### src/rtl/fb_write_arbiter.sv
// fb_write_arbiter: round-robin arbiter that maps (x,y) pixels from two producers onto a 16-bank frame buffer write port
// Ports: clk, rst (async, active-high), i_enable (clock enable),
//   req{0,1}_valid/ready/x/y/data (valid/ready pixel producers),
//   o_we (one-hot bank write enable), o_addr/o_data (shared write bus),
//   o_drop_cnt (saturating out-of-range count), o_frame_done (last-pixel pulse).
module fb_write_arbiter #(
  parameter int ADDR_WIDTH = 13,
  parameter int DATA_WIDTH = 12,
  parameter int H_PIX      = 320,
  parameter int LINES_BANK = 15,
  parameter int N_BANKS    = 16
) (
  input  logic                  clk,
  input  logic                  rst,
  input  logic                  i_enable,
  input  logic                  req0_valid,
  output logic                  req0_ready,
  input  logic [8:0]            req0_x,
  input  logic [7:0]            req0_y,
  input  logic [DATA_WIDTH-1:0] req0_data,
  input  logic                  req1_valid,
  output logic                  req1_ready,
  input  logic [8:0]            req1_x,
  input  logic [7:0]            req1_y,
  input  logic [DATA_WIDTH-1:0] req1_data,
  output logic [N_BANKS-1:0]    o_we,
  output logic [ADDR_WIDTH-1:0] o_addr,
  output logic [DATA_WIDTH-1:0] o_data,
  output logic [7:0]            o_drop_cnt,
  output logic                  o_frame_done
);
  localparam int V_PIX = LINES_BANK * N_BANKS;
  localparam int BW    = $clog2(N_BANKS);
  logic                  last_q, last_d;
  logic                  s1_valid_q, s1_valid_d;
  logic [8:0]            s1_x_q, s1_x_d;
  logic [7:0]            s1_y_q, s1_y_d;
  logic [DATA_WIDTH-1:0] s1_data_q, s1_data_d;
  logic [7:0]            drop_q, drop_d;
  logic [N_BANKS-1:0]    we_q, we_d;
  logic [ADDR_WIDTH-1:0] addr_q, addr_d;
  logic [DATA_WIDTH-1:0] data_q, data_d;
  logic                  fd_q, fd_d;
  logic                  grant0, grant1, xfer, in_range;
  logic [8:0]            mx;
  logic [7:0]            my;
  logic [DATA_WIDTH-1:0] md;
  logic [BW-1:0]         bank;
  logic [7:0]            row;
  logic [ADDR_WIDTH-1:0] row_w;
  // last_q=1 means req1 won last, so req0 gets priority out of reset
  assign grant0     = req0_valid & (~req1_valid | last_q);
  assign grant1     = req1_valid & ~grant0;
  assign req0_ready = i_enable & grant0;
  assign req1_ready = i_enable & grant1;
  assign xfer       = req0_ready | req1_ready;
  assign mx         = req1_ready ? req1_x : req0_x;
  assign my         = req1_ready ? req1_y : req0_y;
  assign md         = req1_ready ? req1_data : req0_data;
  assign in_range   = (mx < 9'(H_PIX)) && (my < 8'(V_PIX));
  // bank = y / LINES_BANK as a compare chain, avoiding a divider
  always_comb begin
    bank = '0;
    for (int k = 1; k < N_BANKS; k++) bank = (s1_y_q >= 8'(k * LINES_BANK)) ? bank + 1'b1 : bank;
  end
  assign row   = s1_y_q - 8'(32'(bank) * LINES_BANK);
  assign row_w = ADDR_WIDTH'(row);
  always_comb begin
    last_d     = last_q;
    s1_valid_d = s1_valid_q;
    s1_x_d     = s1_x_q;
    s1_y_d     = s1_y_q;
    s1_data_d  = s1_data_q;
    drop_d     = drop_q;
    we_d       = we_q;
    addr_d     = addr_q;
    data_d     = data_q;
    fd_d       = fd_q;
    if (i_enable) begin
      last_d     = req1_ready ? 1'b1 : req0_ready ? 1'b0 : last_q;
      s1_valid_d = xfer & in_range;
      s1_x_d     = xfer ? mx : s1_x_q;
      s1_y_d     = xfer ? my : s1_y_q;
      s1_data_d  = xfer ? md : s1_data_q;
      drop_d     = (xfer && !in_range && drop_q != 8'hFF) ? drop_q + 8'd1 : drop_q;
      we_d       = s1_valid_q ? N_BANKS'(1) << bank : '0;
      // row*320 as two shifts; bus keeps its last value between writes
      addr_d     = s1_valid_q ? (row_w << 8) + (row_w << 6) + ADDR_WIDTH'(s1_x_q) : addr_q;
      data_d     = s1_valid_q ? s1_data_q : data_q;
      fd_d       = s1_valid_q && s1_x_q == 9'(H_PIX - 1) && s1_y_q == 8'(V_PIX - 1);
    end
  end
  always_ff @(posedge clk or posedge rst) begin
    if (rst) begin
      last_q     <= 1'b1;
      s1_valid_q <= 1'b0;
      s1_x_q     <= '0;
      s1_y_q     <= '0;
      s1_data_q  <= '0;
      drop_q     <= '0;
      we_q       <= '0;
      addr_q     <= '0;
      data_q     <= '0;
      fd_q       <= 1'b0;
    end else begin
      last_q     <= last_d;
      s1_valid_q <= s1_valid_d;
      s1_x_q     <= s1_x_d;
      s1_y_q     <= s1_y_d;
      s1_data_q  <= s1_data_d;
      drop_q     <= drop_d;
      we_q       <= we_d;
      addr_q     <= addr_d;
      data_q     <= data_d;
      fd_q       <= fd_d;
    end
  end
  // a held write stays registered while disabled and issues once on re-enable
  assign o_we         = we_q & {N_BANKS{i_enable}};
  assign o_frame_done = fd_q & i_enable;
  assign o_addr       = addr_q;
  assign o_data       = data_q;
  assign o_drop_cnt   = drop_q;
endmodule

### config.mk
export PLATFORM = sky130hd
export DESIGN_NAME = fb_write_arbiter
export DESIGN_NICKNAME = d
export VERILOG_FILES = /design/src/rtl/fb_write_arbiter.sv
export SDC_FILE = /design/constraint.sdc
export NUM_CORES = 1
export LEC_CHECK = 0
export ABC_AREA = 0
export CAP_MARGIN = 20
export CORE_MARGIN = 5
export CORE_UTILIZATION = 55
export CTS_BUF_LIST = sky130_fd_sc_hd__clkbuf_4
export DETAILED_ROUTE_END_ITERATION = 10
export DONT_BUFFER_PORTS = 1
export PLACE_DENSITY = 0.7
export SYNTH_ARGS = -nofsm -noshare
export SYNTH_HDL_FRONTEND = slang
export SYNTH_SLANG_ARGS = --single-unit
### constraint.sdc
create_clock -name clk -period 16.89 [get_ports clk]
set_clock_uncertainty 0.2 [all_clocks]
set_input_delay 3.378 -clock clk [delete_from_list [all_inputs] [get_ports clk]]
set_output_delay 3.378 -clock clk [all_outputs]
set_load 0.02 [all_outputs]
==> results of run 1 <==
## critical path, delay by kind of cell, from the launching register on
kind | cells | cell delay (ns)
flip-flops | 1 | 0.78
buffers and inverters | 5 | 0.52
XOR/XNOR | 7 | 1.51
AND/OR/NAND/NOR | 14 | 1.58
multiplexers | 3 | 0.77
adder cells (fa/ha/maj) | 19 | 5.97
AO/OA/AOI/OAI | 11 | 1.89
## how the worst max path moves through the flow
stage | start | to | slack (ns)
2_1_floorplan | s1_y_q[2] | o_addr[12] | 4.64
4_1_cts | s1_y_q[2] | o_addr[12] | 3.53
6_report | s1_y_q[2] | o_addr[12] | 3.50
3_3_place_gp | s1_y_q[6] | o_addr[12] | 4.10
5_1_grt | s1_y_q[2] | o_addr[12] | 2.58
3_5_place_dp | s1_y_q[2] | o_addr[12] | 3.61
## layout by cell type, fill, tap and decap left out, drive strengths merged, types with 3 or more instances in the layout
cell type and count:
ha 45, nor3b 3, mux2i 14, o211ai 4, fa 10, and2 21, o21ai 26, dfrtp 80
a21boi 4, xnor2 34, nand2 109, nand2b 3, mux2 4, buf 6, o22ai 18, o21a 3
nand4 8, xor2 16, nand3 15, o211a 3, inv 87, nor3 6, o21bai 4, a222oi 22
and3 7, a211oi 3, clkbuf 9, nor2 28, a21oi 20
## per-layer routing
metal / share of wire (%) / global-route usage, % / vias up / wire length (um)
met5: 0 / 0 / - / 0
met4: 2.5 / 7.918 / 0 / 337
met3: 9.2 / 7.294 / 29 / 1220
met2: 46 / 32.90 / 172 / 6173
met1: 42 / 26.80 / 2223 / 5591
li1: - / - / 2249 / -
## cell families after synthesis
kind of cell    Yosys count  share of synthesized area, %
simple gates            213                         16.57
compound gates          128                         16.23
buf+inv                 119                         7.896
flops                    81                         34.04
fa+ha+maj                55                         12.81
xor+xnor                 52                         9.345
mux                      18                         3.108
## per-stage QoR
stage                     instances  util [%]  setup slack [ns]  hold WS, ns  cell area, um2
after CTS                       792     57.82             3.532       0.2913            6213
after detailed placement        776     56.19             3.608       0.2551            6038
after global routing            794     58.10             2.576       0.3274            6243
after floorplan                 666         -             4.639       0.2376            5958
final                           794     58.10             3.497       0.2886            6243
after global placement          776     56.19             4.095       0.2512            6038
## registers in the layout (all words and copies together) (netlist names)
name and count:
fd_q 1, s1_valid_q 1, we_q 16, s1_y_q 8, o_drop_cnt 8, o_data 12, s1_x_q 9, last_q 1
o_addr 13, s1_data_q 12
## final cells by class
| type | count | area share, % |
|---|---|---|
| Multi-Input combinational cell | 466 | 55.71 |
| Sequential cell | 81 | 32.49 |
| Inverter | 84 | 5.110 |
| Tap cell | 140 | 2.806 |
| Clock inverter | 7 | 1.723 |
| Clock buffer | 9 | 1.082 |
| Timing Repair Buffer | 6 | 1.042 |
| Antenna cell | 1 | 0.04008 |
==> results.py, run 1 <==
metrics = {
    "critical_path": {
        "cp_slowest_cell": "dfrtp_1",
        "reg2reg_to": "o_addr[12]",
        "slowest_delay_ns": 0.78,
        "critPathArrivalTime_ns": 13.49,
        "timing.critical_path.mode_cell": "ha_1",
        "r2r-start": "s1_y_q[2]",
        "critPathRequiredTime_ns": 16.99,
        "path_max_fanout": 20,
        "crit_type": "flip-flop to flip-flop",
        "ff2ff_setup_slack_ns": 3.50,
        "r2r_cells": 59,
        "cp-start-kind": "flip-flop",
        "setup.worst_path.end_class": "flip-flop",
    },
    "logic_synthesis": {
        "syn_nets": 784,
        "synth.area.top_cells": "dfrtp_1 (34%), ha_1 (9.4%), nand2_1 (6.9%)",
        "ys.flop_type": "dfrtp_1",
        "yosys_warnings": 0,
        "yosys.area.top_type": "dfrtp_1",
        "avgSynthCellArea_um2": 8.946,
        "async_reset_ff_share_pct": 100.0,
        "synth-seq-area-share_pct": 34.04,
        "syn_area_um2": 5958,
        "yosys_register_bits": 81,
        "synth_top_area_share_pct": 33.60,
        "synth_cell_types": 67,
        "synth_most_common_cell": "nand2_1",
        "synthCells": 666,
        "synth_commonest_cells": "nand2_1 (109), inv_1 (83), dfrtp_1 (80), ha_1 (45), xnor2_1 (31)",
        "synth_edf_count": 0,
    },
    "clocking": {
        "clk-insertion-delay-late_ns": 0.45,
        "cts_resized": 0,
        "cts_tree": "done",
        "clock_sinks": 81,
        "cts_setup_buffers": 0,
        "clockBufferDepth": 2,
        "clkTransAtPathRegs_ns": 0.15,
        "numCtsBuffers": 9,
        "cts.htree.levels": 3,
        "holdBufCountCts": 0,
        "cts-root-buf": "clkbuf_4",
    },
    "worst_hold_path": {
        "worst_hold_path_type": "flip-flop to flip-flop",
        "hold_depth": 2,
        "hold_start": "s1_data_q[7]",
        "hold_end": "o_data[7]",
    },
    "sta": {
        "fin_setup_tns_ns": 0,
        "period_share_pct": 79.29,
        "min_period_ns": 13.39,
        "fmax_mhz": 74.67,
        "final_hold_viol_count": 0,
        "grt_setup_unrepaired": "no",
        "setup_viol": 0,
        "maxSlewViolCount": 0,
        "relSlewSlack_pct": 32.52,
        "worst_pin_slew_ns": 1.005,
    },
    "placed_design": {
        "io_buffer_count": 0,
        "place_hpwl_um": 10170,
        "place_congestion": 0.9389,
    },
    "drt": {
        "wl_per_cell_um": 16.78,
        "drtIter0Drc": 374,
        "drt-total-wl_um": 13320,
        "via_count": 4673,
        "viasPerCell": 5.885,
        "firstDrtPassIters": 6,
        "drc": 0,
        "antenna_left": 0,
    },
    "final_layout": {
        "seq_area_um2": 2028,
        "syn_to_final_growth_pct": 4.788,
        "multi_input_area_um2": 3478,
        "nets": 766,
        "layout-drive-gt1-share_pct": 7.810,
        "fillCellCount": 1017,
    },
    "global_route": {
        "antenna_found_initial": 1,
        "grtUsageTotal_pct": 20.96,
        "grt_pass1_wl_um": 22170,
        "overflow": 0,
        "grt_start_max_net_pins": 82,
        "first_global_vias": 4600,
    },
    "floorplan": {
        "die_y_um": 114.1,
        "die_area_um2": 13010,
        "core_um2": 10750,
        "ioPinCount": 115,
        "start_util_pct": 55.45,
        "die_w_um": 114.1,
        "rows": 38,
    },
    "outcome": {
        "status": "finished clean",
    },
    "flow_run": {
        "drv_cap": 0,
    },
}
Power of run 1 is not shown: default switching activity piles up to over one toggle a cycle in this logic, so the estimate is an artifact.
==> inputs of run 2 (changes only) <==
--- a/config.mk
+++ b/config.mk
@@ -5,7 +5,7 @@
 export SDC_FILE = /design/constraint.sdc
 export NUM_CORES = 1
 export LEC_CHECK = 0
-export ABC_AREA = 0
+export ABC_AREA = 1
 export CAP_MARGIN = 20
 export CORE_MARGIN = 5
 export CORE_UTILIZATION = 55
==> constraint.sdc (replaced) <==
create_clock -name clk -period 13.3 [get_ports clk]
set_clock_uncertainty 0.2 [all_clocks]
set_input_delay 2.66 -clock clk [delete_from_list [all_inputs] [get_ports clk]]
set_output_delay 2.66 -clock clk [all_outputs]
set_load 0.02 [all_outputs]
==> run 2 against run 1 <==
Hold slack gained 0.0023 ns. Sequential cell count unchanged. Critical path depth up 12. Wire length grew 3.8%. Design area is 8.0% higher. Highest routed layer unchanged.
==> results.py, run 2 <==
metrics = {
    "logic_synthesis": {
        "synth_top_family_by_area": "simple AND/OR/NAND/NOR gates",
        "synth-seq-area-share_pct": 31.68,
        "synthCells": 862,
        "syn_nets": 980,
        "synth-compound-area-share_pct": 7.936,
        "avgSynthCellArea_um2": 7.426,
        "yosys_register_bits": 81,
        "synth_xor_area_share_pct": 3.440,
        "ys.flop_type": "dfrtp_1",
        "yosys_warnings": 0,
        "synth_edf_count": 0,
        "synth.area.top_cells": "dfrtp_1 (31%), nand2_1 (14%), ha_1 (8.8%)",
        "syn_area_um2": 6401,
        "async_reset_ff_share_pct": 100.0,
        "synth_mux_area_share_pct": 1.114,
        "synth_cell_types": 47,
        "yosys.area.top_type": "dfrtp_1",
        "synth_top_area_share_pct": 31.27,
        "synth-simple-area-share_pct": 33.62,
        "synthAdderAreaFrac_pct": 11.92,
        "synth_most_common_cell": "nand2_1",
        "synth_commonest_cells": "nand2_1 (235), inv_1 (135), dfrtp_1 (80), nand3_1 (77), ha_1 (45)",
    },
    "final_layout": {
        "top_register": "we_q",
        "layout_common_cells": "nand2_1 (235), inv_1 (133), nand3_1 (77), dfrtp_1 (76), ha_1 (45)",
        "largest_reg_flops": 16,
        "layout-drive-gt1-share_pct": 15.54,
        "layout_commonest_cell": "nand2_1",
        "antenna_cells": 0,
        "syn_to_final_growth_pct": 5.317,
        "nets": 982,
    },
    "sta": {
        "maxSlewViolCount": 0,
        "min_period_ns": 12.46,
        "final_hold_viol_count": 0,
        "fmax_mhz": 80.24,
        "setup_viol": 0,
        "grt_setup_unrepaired": "no",
        "worst_pin_slew_ns": 1.001,
        "whs_ns": 0.2909,
        "fin_setup_tns_ns": 0,
        "relSlewSlack_pct": 32.78,
        "period_share_pct": 93.70,
    },
    "drt": {
        "antenna_left": 0,
        "wl_met3_um": 926,
        "drtIter0Drc": 338,
        "drt-total-wl_um": 13830,
        "via_count": 5389,
        "wl_per_cell_um": 13.66,
        "drc": 0,
        "firstDrtPassIters": 6,
        "wl_met2_um": 6437,
        "wl_met1_um": 6252,
        "top_layer": "met4",
        "viasPerCell": 5.325,
    },
    "global_route": {
        "antenna_found_initial": 0,
        "first_global_vias": 5277,
        "overflow": 0,
        "grt_start_max_net_pins": 82,
        "grt_pass1_wl_um": 24090,
        "grtUsageTotal_pct": 20.35,
    },
    "clocking": {
        "clockBufferDepth": 2,
        "cts-root-buf": "clkbuf_4",
        "cts.htree.levels": 3,
        "holdBufCountCts": 0,
        "clkTransAtPathRegs_ns": 0.13,
        "cts_tree": "done",
        "clk-insertion-delay-late_ns": 0.45,
        "clock_sinks": 81,
        "numCtsBuffers": 9,
    },
    "worst_hold_path": {
        "worst_hold_path_type": "flip-flop to flip-flop",
    },
    "flow_run": {
        "drv_cap": 0,
    },
    "critical_path": {
        "timing.critical_path.mode_cell": "nand2_1",
        "crit_type": "flip-flop to flip-flop",
        "path_max_fanout": 8,
        "cp-start-kind": "flip-flop",
        "critPathArrivalTime_ns": 12.57,
        "cp_slowest_cell": "dfrtp_1",
        "setup.worst_path.end_class": "flip-flop",
        "slowest_delay_ns": 0.52,
        "critPathRequiredTime_ns": 13.41,
    },
    "placed_design": {
        "place_congestion": 0.9216,
        "place_hpwl_um": 10930,
        "io_buffer_count": 0,
    },
    "floorplan": {
        "die_y_um": 117.9,
        "die_area_um2": 13900,
        "start_util_pct": 56.06,
        "core_um2": 11420,
        "rows": 39,
        "die_w_um": 117.9,
        "ioPinCount": 115,
    },
    "outcome": {
        "status": "finished clean",
    },
}
-- run 2: cell types whose count changed in the layout (fill, tap and decap cells not counted), sizes merged, moves of 8 or more --
| cell | change |
|---|---|
| nand2 | +173 |
| o21ai | +15 |
| nor2 | +11 |
| and2 | -19 |
| inv | +64 |
| or2 | +8 |
| mux2i | -8 |
| o22ai | -18 |
| o211ai | +18 |
| xnor2 | -25 |
| a222oi | -22 |
| nand3 | +81 |
-- run 2: worst max-delay path, delay by kind of cell (launching register included) --
kind            cells  cell delay, ns
fa+ha+maj          19            5.72
simple gates       28            3.33
buf+inv            15            1.06
xor+xnor            4            0.82
compound gates      5            0.68
flops               1            0.52
-- run 2: kinds of logic after synthesis --
| group | after synthesis |
|---|---|
| compound gates | 85 |
| buf+inv | 171 |
| mux | 7 |
| xor+xnor | 23 |
| fa+ha+maj | 55 |
| flops | 81 |
| simple gates | 440 |
-- run 2: through the flow --
stage,std cells,setup WS (ns),util [%],area (um2)
floorplan,862,1.514,-,6401
global placement,990,0.9705,57.16,6526
detailed placement,990,0.5669,57.16,6526
CTS,1006,0.5168,58.38,6666
global route,1012,0.01809,59.04,6741
finish,1012,0.8374,59.04,6741
-- run 2: final cells by class --
type	instances	area, um2
fill	1069	4677
clock inverter	6	65.06
multi-input combinational	610	3722
timing repair buffer	9	87.58
tap	143	178.9
clock buffer	10	75.07
sequential	81	2033
inverter	153	579.3
-- run 2: final timing paths --
check,from,to,slack (ns),cells past startpoint
worst max-delay path,s1_y_q[7],o_addr[12],0.84,71
worst min-delay path,we_q[13],we_q[13],0.29,2
worst max register to register,s1_y_q[7],o_addr[12],0.84,71
worst min register to register,we_q[13],we_q[13],0.29,2
max in group asynchronous,rst,last_q,10.40,3
min in group asynchronous,rst,we_q[12],1.88,2
-- run 2: metal layers --
metal  vias to the layer above  global-route usage (%)
met3                        28                   6.007
met1                      2491                   26.75
li1                       2720                       -
met4                         0                   4.946
met2                       150                   33.10
met5                         -                       0
-- run 2: what timing repair did --
item	4_1_cts	5_1_grt
setup buffers	0	5
resized for setup	0	8
setup endpoints to repair	0	1
Power of run 2 is left out for the same reason.
==> inputs of run 3 (changes only) <==
--- a/config.mk
+++ b/config.mk
@@ -7,6 +7,7 @@
 export LEC_CHECK = 0
 export ABC_AREA = 1
 export CAP_MARGIN = 20
+export CORE_ASPECT_RATIO = 0.5
 export CORE_MARGIN = 5
 export CORE_UTILIZATION = 55
 export CTS_BUF_LIST = sky130_fd_sc_hd__clkbuf_4
==> run 3 against run 2 <==
Non-clock buffer count rose by 4. Critical endpoint unchanged. Die area rose by 0.94%. Critical path depth fell by 2. Register-to-register slack got worse by 0.04 ns. Design area rose by 0.41%. Sequential cell count did not move. Clock-buffer cell count did not move.
==> results.py, run 3 (synthesis results as in run 2) <==
metrics = {
    "sta": {
        "maxSlewViolCount": 0,
        "worst_pin_slew_ns": 0.9010,
        "fin_setup_tns_ns": 0,
        "final_hold_viol_count": 0,
        "min_period_ns": 12.51,
        "relSlewSlack_pct": 39.52,
        "fmax_mhz": 79.97,
        "setup_viol": 0,
        "period_share_pct": 94.02,
    },
    "final_layout": {
        "syn_to_final_growth_pct": 5.747,
        "layout_commonest_cell": "nand2_1",
        "layout-drive-gt1-share_pct": 16.04,
        "fillCellCount": 1054,
        "antenna_cells": 0,
        "layout_common_cells": "nand2_1 (235), inv_1 (133), nand3_1 (77), dfrtp_1 (75), ha_1 (45)",
        "nets": 986,
        "top_register": "we_q",
        "largest_reg_flops": 16,
    },
    "placed_design": {
        "io_buffer_count": 0,
        "place_hpwl_um": 11060,
        "place_congestion": 0.8889,
    },
    "floorplan": {
        "ioPinCount": 115,
        "die_w_um": 162.6,
        "core_um2": 11180,
        "start_util_pct": 57.25,
        "die_y_um": 86.29,
        "die_area_um2": 14030,
        "rows": 27,
    },
    "critical_path": {
        "timing.critical_path.mode_cell": "nand2_1",
        "critPathRequiredTime_ns": 13.41,
        "crit_type": "flip-flop to flip-flop",
        "slowest_delay_ns": 0.50,
        "cp_slowest_cell": "fa_1",
        "setup.worst_path.end_class": "flip-flop",
        "path_max_fanout": 7,
        "critPathArrivalTime_ns": 12.62,
        "cp-start-kind": "flip-flop",
    },
    "drt": {
        "firstDrtPassIters": 5,
        "drc": 0,
        "drt-total-wl_um": 14360,
        "via_count": 5349,
        "wl_per_cell_um": 13.92,
        "drtIter0Drc": 298,
        "antenna_left": 0,
        "viasPerCell": 5.183,
    },
    "global_route": {
        "grt_pass1_wl_um": 24380,
        "antenna_found_initial": 0,
        "grt_start_max_net_pins": 82,
        "overflow": 0,
        "grtUsageTotal_pct": 20.75,
        "first_global_vias": 5231,
    },
    "clocking": {
        "clockBufferDepth": 2,
        "cts_tree": "done",
        "cts-root-buf": "clkbuf_4",
        "clock_sinks": 81,
        "clk-insertion-delay-late_ns": 0.44,
        "numCtsBuffers": 9,
        "clkTransAtPathRegs_ns": 0.13,
        "cts.htree.levels": 3,
    },
    "worst_hold_path": {
        "worst_hold_path_type": "flip-flop to flip-flop",
    },
    "outcome": {
        "status": "finished clean",
    },
    "flow_run": {
        "drv_cap": 0,
    },
}
run 3: stage by stage:
step | instance area [um2] | hold WS, ns | setup slack [ns] | utilization [%] | cells
global placement | 6561 | 0.2638 | 0.7677 | 58.68 | 1008
floorplan | 6401 | 0.2467 | 1.514 | - | 862
detailed placement | 6561 | 0.2663 | 0.5024 | 58.68 | 1008
global route | 6769 | 0.3210 | -0.004769 | 60.53 | 1032
CTS | 6678 | 0.2979 | 0.4490 | 59.72 | 1024
finish | 6769 | 0.2935 | 0.7948 | 60.53 | 1032
run 3: final timing paths:
kind / startpoint / endpoint / slack [ns] / cells past startpoint
max in group asynchronous: rst / last_q / 10.34 / 3
setup / recovery: s1_y_q[3] / o_addr[12] / 0.79 / 69
min in group asynchronous: rst / o_addr[4] / 1.94 / 2
hold reg to reg: we_q[11] / we_q[11] / 0.29 / 2
hold / removal: we_q[11] / we_q[11] / 0.29 / 2
setup reg to reg: s1_y_q[3] / o_addr[12] / 0.79 / 69
run 3: layout make-up:
class                      count  area (um2)  area share (%)
timing repair buffer          13       117.6           1.738
inverter                     153       579.3           8.558
clock inverter                 6       41.29          0.6100
tap                          159       198.9           2.939
multi-input combinational    610        3722           54.99
clock buffer                  10       75.07           1.109
sequential                    81        2034           30.06
run 3: what timing repair did:
item	CTS	global route
setup buffers	0	7
resized for setup	0	9
setup endpoints to repair	0	3
hold buffers	0	0
run 3: critical path: cells and delay by family (launching register included):
kind / cells / cell delay, ns
AND/OR/NAND/NOR: 26 / 3.11
XOR/XNOR: 4 / 0.86
adder cells (fa/ha/maj): 19 / 5.72
flip-flops: 1 / 0.45
AO/OA/AOI/OAI: 5 / 0.93
buffers and inverters: 15 / 1.09
run 3: metal layers:
layer	GRT usage, %	part of all wire, %	up-vias
met4	3.577	0.93	0
met5	0	0	-
met1	27.77	46	2465
met3	6.413	7.1	12
met2	34.05	46	140
li1	-	-	2732
Power of run 3 is left out for the same reason.
